$ cat config.mk
export PLATFORM = sky130hd
export DESIGN_NAME = const_table_writer
export DESIGN_NICKNAME = d
export VERILOG_FILES = /design/src/rtl/const_table_pkg.sv /design/src/rtl/imm_range_check.sv /design/src/rtl/const_table_writer.sv
export SDC_FILE = /design/constraint.sdc
export NUM_CORES = 1
export LEC_CHECK = 0
export ABC_AREA = 1
export CORE_ASPECT_RATIO = 2
export CORE_UTILIZATION = 50
export DETAILED_ROUTE_END_ITERATION = 10
export GPL_TIMING_DRIVEN = 0
export PLACE_DENSITY_LB_ADDON = 0.05
export REMOVE_ABC_BUFFERS = 1
export SLEW_MARGIN = 20
export SYNTH_ARGS = -nofsm -noshare
export SYNTH_HDL_FRONTEND = slang
export SYNTH_SLANG_ARGS = --single-unit
$ cat constraint.sdc
create_clock -name clk -period 4.05 [get_ports clk]
set_input_delay 0.81 -clock clk [delete_from_list [all_inputs] [get_ports clk]]
set_output_delay 0.81 -clock clk [all_outputs]
set_load 0.05 [all_outputs]
$ cat src/rtl/const_table_pkg.sv
// Shared encodings, state type and helpers for the immediate-table loader.
package const_table_pkg;

  localparam logic [31:0] DEFAULT_BASE_ADDR = 32'd40;

  localparam logic [1:0] FMT_I12  = 2'd0;
  localparam logic [1:0] FMT_J20  = 2'd1;
  localparam logic [1:0] FMT_U32  = 2'd2;
  localparam logic [1:0] FMT_RSVD = 2'd3;

  localparam logic [1:0] ERR_NONE  = 2'd0;
  localparam logic [1:0] ERR_ADDR  = 2'd1;
  localparam logic [1:0] ERR_FMT   = 2'd2;
  localparam logic [1:0] ERR_RANGE = 2'd3;

  typedef enum logic [1:0] {
    StClear,
    StLoad,
    StLocked
  } state_e;

  typedef struct packed {
    logic [1:0]  fmt;
    logic [31:0] value;
  } entry_t;

  // True when addr is word aligned and falls inside [base, base + 4*n).
  function automatic logic addr_in_table(input logic [31:0] addr, input logic [31:0] base,
                                         input int unsigned n);
    logic [32:0] limit;
    limit = {1'b0, base} + (33'(n) << 2);
    return (addr[1:0] == 2'b00) && (addr >= base) && ({1'b0, addr} < limit);
  endfunction

endpackage

$ cat src/rtl/imm_range_check.sv
// Combinational record checker: maps an address to an entry index and classifies the record.
module imm_range_check
  import const_table_pkg::*;
#(
  parameter logic [31:0] BASE_ADDR   = DEFAULT_BASE_ADDR,
  parameter int unsigned NUM_ENTRIES = 32
) (
  input  logic [31:0]                    wr_addr,
  input  logic [1:0]                     wr_fmt,
  input  logic [31:0]                    wr_data,
  output logic [$clog2(NUM_ENTRIES)-1:0] idx,
  output logic                           ok,
  output logic [1:0]                     err_code
);

  localparam int unsigned IdxW = $clog2(NUM_ENTRIES);

  logic range_ok;

  always_comb begin
    range_ok = 1'b0;
    case (wr_fmt)
      FMT_I12: range_ok = (wr_data[31:11] == '0) || (wr_data[31:11] == '1);
      FMT_J20: range_ok = !wr_data[0] && ((wr_data[31:20] == '0) || (wr_data[31:20] == '1));
      FMT_U32: range_ok = (wr_data[11:0] == '0);
      default: range_ok = 1'b0;
    endcase
  end

  // Address beats format beats range when several checks fail.
  always_comb begin
    err_code = ERR_NONE;
    if (!addr_in_table(wr_addr, BASE_ADDR, NUM_ENTRIES)) begin
      err_code = ERR_ADDR;
    end else if (wr_fmt == FMT_RSVD) begin
      err_code = ERR_FMT;
    end else if (!range_ok) begin
      err_code = ERR_RANGE;
    end
  end

  assign ok  = (err_code == ERR_NONE);
  assign idx = IdxW'((wr_addr - BASE_ADDR) >> 2);

endmodule

$ cat src/rtl/const_table_writer.sv
// Loads, validates and locks the per-instruction immediate table; serves registered lookups.
module const_table_writer
  import const_table_pkg::*;
#(
  parameter logic [31:0] BASE_ADDR   = DEFAULT_BASE_ADDR,
  parameter int unsigned NUM_ENTRIES = 32
) (
  input  logic                             clk,
  input  logic                             reset,
  input  logic                             wr_valid,
  output logic                             wr_ready,
  input  logic [31:0]                      wr_addr,
  input  logic [1:0]                       wr_fmt,
  input  logic [31:0]                      wr_data,
  input  logic                             load_done,
  input  logic [31:0]                      rd_addr,
  output logic                             rd_hit,
  output logic [1:0]                       rd_fmt,
  output logic [11:0]                      rd_imm12,
  output logic [19:0]                      rd_imm20,
  output logic [31:0]                      rd_imm32,
  output logic                             loaded,
  output logic                             wr_err,
  output logic [1:0]                       wr_err_code,
  output logic [$clog2(NUM_ENTRIES+1)-1:0] wr_count
);

  localparam int unsigned IdxW = $clog2(NUM_ENTRIES);
  localparam int unsigned CntW = $clog2(NUM_ENTRIES + 1);

  state_e           state_q;
  logic [IdxW-1:0]  clr_idx_q;
  logic [NUM_ENTRIES-1:0] valid_q;
  logic [CntW-1:0]  count_q;
  logic             wr_err_q;
  logic [1:0]       wr_err_code_q;
  entry_t           mem_q [NUM_ENTRIES];
  entry_t           rd_entry_q;
  logic             rd_hit_q;

  logic [IdxW-1:0]  wr_idx;
  logic             wr_ok;
  logic [1:0]       wr_code;
  logic [IdxW-1:0]  rd_idx;
  logic             rd_in_table;
  logic             wr_fire;
  logic             wr_accept;

  imm_range_check #(
    .BASE_ADDR  (BASE_ADDR),
    .NUM_ENTRIES(NUM_ENTRIES)
  ) u_check (
    .wr_addr (wr_addr),
    .wr_fmt  (wr_fmt),
    .wr_data (wr_data),
    .idx     (wr_idx),
    .ok      (wr_ok),
    .err_code(wr_code)
  );

  assign rd_idx      = IdxW'((rd_addr - BASE_ADDR) >> 2);
  assign rd_in_table = addr_in_table(rd_addr, BASE_ADDR, NUM_ENTRIES);
  assign wr_ready    = (state_q == StLoad);
  assign wr_fire     = wr_valid && wr_ready;
  assign wr_accept   = wr_fire && wr_ok;

  // Valid bits carry no reset of their own; the CLEAR sweep retires them one per cycle.
  always_ff @(posedge clk) begin
    if (reset) begin
      state_q       <= StClear;
      clr_idx_q     <= '0;
      count_q       <= '0;
      wr_err_q      <= 1'b0;
      wr_err_code_q <= ERR_NONE;
    end else begin
      wr_err_q      <= wr_fire && !wr_ok;
      wr_err_code_q <= wr_fire ? wr_code : ERR_NONE;
      if (wr_accept) begin
        valid_q[wr_idx] <= 1'b1;
        if (!valid_q[wr_idx]) count_q <= count_q + 1'b1;
      end
      case (state_q)
        StClear: begin
          valid_q[clr_idx_q] <= 1'b0;
          clr_idx_q          <= clr_idx_q + 1'b1;
          if (clr_idx_q == IdxW'(NUM_ENTRIES - 1)) state_q <= StLoad;
        end
        StLoad: begin
          if (load_done) state_q <= StLocked;
        end
        default: ;
      endcase
    end
  end

  // Single write port, single registered read port; a same-edge read sees the old entry.
  always_ff @(posedge clk) begin
    if (wr_accept) mem_q[wr_idx] <= {wr_fmt, wr_data};
    rd_entry_q <= mem_q[rd_idx];
  end

  // Valid bits are stale until the sweep finishes, so nothing hits while clearing.
  always_ff @(posedge clk) begin
    if (reset) begin
      rd_hit_q <= 1'b0;
    end else begin
      rd_hit_q <= rd_in_table && valid_q[rd_idx] && (state_q != StClear);
    end
  end

  always_comb begin
    rd_fmt   = '0;
    rd_imm12 = '0;
    rd_imm20 = '0;
    rd_imm32 = '0;
    if (rd_hit_q) begin
      rd_fmt = rd_entry_q.fmt;
      case (rd_entry_q.fmt)
        FMT_I12: rd_imm12 = rd_entry_q.value[11:0];
        FMT_J20: rd_imm20 = rd_entry_q.value[20:1];
        FMT_U32: rd_imm32 = rd_entry_q.value;
        default: ;
      endcase
    end
  end

  assign rd_hit      = rd_hit_q;
  assign loaded      = (state_q == StLocked);
  assign wr_err      = wr_err_q;
  assign wr_err_code = wr_err_code_q;
  assign wr_count    = count_q;

endmodule

==> results.tsv <==
stage	metric	value	unit
run_status	status	completed	
setup_path	slowest_delay	860	ps
sta	setup_viol	0	
power	p_leak	17.8	nW
layout	nFillCells	7403	
layout	area_delta_synth_final	15.4	%
sta	min_period_over_period	99.4	%
clock_tree	clockRootBuffer	clkbuf_16	
clock_tree	cts_tree	built	
floorplan	dieArea	0.0957	mm²
sta	slew_headroom	21.6	%
detailed_routing	drtPass1Iterations	6	
placement	gp_congestion	0.879	
layout	seqCellArea	0.0347	mm²
detailed_routing	drt.antenna.violating_nets	0	
layout	final_nets	3955	
power	powerDensity	460	mW/mm²
global_routing	grt_use_met2	52.7	%
global_routing	grt_usage	30.5	%
yosys	synth_edf_count	1120	
setup_path	critPathLaunchType	register	
floorplan	ios	180	
setup_path	endpoint	rd_imm32[30]	
placement	numPortBuffers	179	
placement	place_ws	-1040	ps
layout	utilization	58.1	%
yosys	ys_warn_count	0	
setup_path	r2r_slack	1230	ps
layout	layoutNonFillerInstCount	5138	
yosys	yosysMostFrequentCell	edfxtp_1	
global_routing	top_usage_layer	met2	
power	total_power	25.0	mW
layout	multi_input_area	0.0111	mm²
detailed_routing	post_drt_wl_per_cell	28.4	µm
floorplan	core-area	0.0937	mm²
placement	postPlaceCellArea	0.0511	mm²
clock_tree	clk_latency	710	ps
yosys	avgSynthCellArea	12.6	µm²
setup_path	path_class	register to output pin	
sta	rsz0062_at_grt	false	
clock_tree	ctsLongestPathBuffers	3	
hold_path	hold_path.class	register to register	
setup_path	endpoint_kind	output pin	
yosys	netlist_instances	3749	
detailed_routing	viasPerCell	6.31	
placement	dp_cells	4941	
floorplan	fp.dieW	219	µm
sta	fmax	248	MHz
sta	tightest_slew	1180	ps
yosys	syn_area	0.0472	mm²
setup_path	rr_startpoint	state_q[0]	
detailed_routing	vias	32400	
global_routing	grt_pass1_vias	32400	
setup_path	timing.rr.end	mem_q[18][14]	
setup_path	critPathArrivalTime	3220	ps
global_routing	antenna_found_initial	5	
setup_path	crit_fanout	14	
layout	final_area	0.0545	mm²
setup_path	worst_path_most_repeated_cell	buf_4	
global_routing	grt.overflow.total	0	
yosys	synth_top_area_share	71.2	%
yosys	ys_ff_latch	1171	
setup_path	crit_chain	clkinvlp_4 -> buf_4 -> buf_4 -> nand2_1 -> nor2_1 -> clkdlybuf4s50_1	
clock_tree	clkTransAtPathRegs	60	ps
yosys	yosysUniqueCellTypes	41	
flow_run	maxCapViolCount	0	
setup_path	crit_start	rd_entry_q[32]	
global_routing	grt_pass1_wl	209000	µm
yosys	synthTopCellsByArea	edfxtp_1 (71%), o21ai_0 (6.4%), nor2_1 (6.2%)	
detailed_routing	routed_wirelength	146000	µm
clock_tree	htree_levels	3	
setup_path	critPathSlowestCell	clkdlybuf4s50_1	
yosys	async_reset_ff_share	0	%
setup_path	crit_required	3240	ps
yosys	seq_area_frac_synth	73.4	%
sta	worst_slack	22.6	ps
global_routing	grt_max_degree	185	
yosys	post-synth-top-area-cell	edfxtp_1	
floorplan	fp.dieH	437	µm
detailed_routing	drt_iter0_drc	3538	
clock_tree	numCtsBuffers	98	
yosys	netlist_top_cells_count	edfxtp_1 (1,120), nor2_1 (776), o21ai_0 (605), o221ai_1 (219), nand2_1 (198)	
sta	min_period	4030	ps
global_routing	grtUsageMet3	4.29	%
sta	hold_viol	0	
sta	slew_viol_final	0	
floorplan	rows	159	
sta	fin_skew	24.9	ps
placement	dpl.hpwl	78400	µm
detailed_routing	drcViolationCount	0	
setup_path	reg2reg_depth	9	
yosys	yosys_most_used_dff	edfxtp_1	
clock_tree	numClockSinks	1171	
floorplan	start_util	50.4	%
global_routing	met1_usage	36.4	%
layout	drive_above_1_share	7.97	%
power	vdd_drop_max	0.387	mV
-- cell usage in the layout (no fill, tap or decap), types with 20 or more instances in the layout --
| cell | synthesis | layout |
|---|---|---|
| a21oi_1 | 61 | 61 |
| a31oi_1 | 34 | 34 |
| a32oi_1 | 28 | 28 |
| buf_16 | 0 | 42 |
| clkbuf_1 | 184 | 24 |
| clkbuf_16 | 0 | 101 |
| clkdlybuf4s50_1 | 0 | 134 |
| clkinv_2 | 1 | 20 |
| dfxtp_1 | 51 | 48 |
| edfxtp_1 | 1120 | 1120 |
| inv_1 | 137 | 101 |
| inv_4 | 0 | 33 |
| nand2_1 | 198 | 193 |
| nand3_1 | 114 | 114 |
| nor2_1 | 776 | 775 |
| nor3_1 | 28 | 28 |
| o21ai_0 | 605 | 605 |
| o221ai_1 | 219 | 219 |
| o22ai_1 | 60 | 60 |
-- per-stage QoR --
step / setup TNS [ps] / hold slack, ps
2_1_floorplan: -205630 / 478
3_3_place_gp: -3751030 / 499
3_5_place_dp: -878300 / 510
4_1_cts: 0 / 519
5_1_grt: 0 / 545
6_report: 0 / 523
-- state kept, by name (all words and copies together), names as in the netlist --
| signal | cells |
|---|---|
| mem_q | 1088 |
| rd_entry_q | 34 |
| valid_q | 32 |
| wr_count | 6 |
| clr_idx_q | 5 |
| state_q | 2 |
| wr_err_code | 2 |
| rd_hit | 1 |
| wr_err | 1 |
-- power breakdown --
group	internal [mW]	switching, mW
Sequential	13.4	0.0923
Combinational	0.578	1.35
Clock	5.34	4.34
Total	19.3	5.78
-- timing repair --
| action | in CTS | in global routing |
|---|---|---|
| endpoints found under the setup margin | 787 | 679 |
| hold buffers | 0 | 0 |
| gates cloned | 2 | 1 |
| setup buffers | 7 | 0 |
| resized for setup | 34 | 15 |
-- metal layers --
metal | up-vias | share of wire, % | routed length [µm]
met3 | 405 | 7.0 | 10200
met4 | 2 | 6.2 | 9050
li1 | 14100 | - | -
met2 | 1578 | 51 | 74000
met1 | 16300 | 36 | 52800
met5 | - | 0.0062 | 9
-- cell type report --
cell class	count	area share, %
clock inverters	56	1.12
multi-input cells	2184	20.3
flip-flops and latches	1171	63.6
well taps	1207	2.77
inverters	143	1.23
diodes	3	0.0138
clock buffers	128	4.86
repair buffers	246	6.08
-- how the worst min path moves through the flow --
stage          startpoint          to  slack (ps)  depth (start not counted)
6_report       state_q[1]  state_q[1]         520                          2
5_1_grt        state_q[1]  state_q[1]         550                          2
4_1_cts        state_q[1]  state_q[1]         520                          2
3_3_place_gp   state_q[1]  state_q[1]         500                          2
2_1_floorplan  state_q[1]  state_q[1]         480                          2
3_5_place_dp   state_q[1]  state_q[1]         510                          2
-- cell families (layout without fill, tap and decap cells) --
family / count (synthesis) / in the layout / share of synthesized area [%]
adders and majority gates: 9 / 9 / 0.238
buffers and inverters: 394 / 573 / 3.34
other: 0 / 3 / 0
DFF: 1171 / 1171 / 73.4
and+or+nand+nor: 1154 / 1154 / 9.89
AOI/OAI and AO/OA: 1016 / 1016 / 13.0
xor gates and xnor gates: 5 / 5 / 0.109
-- worst max-delay path: cells and delay by family, from the launching register on --
family                 cells  cell delay (ps)
buffers and inverters      4             1600
DFF                        1              520
and+or+nand+nor            2              350
No activity file was read; power rests on OpenSTA's default activity.
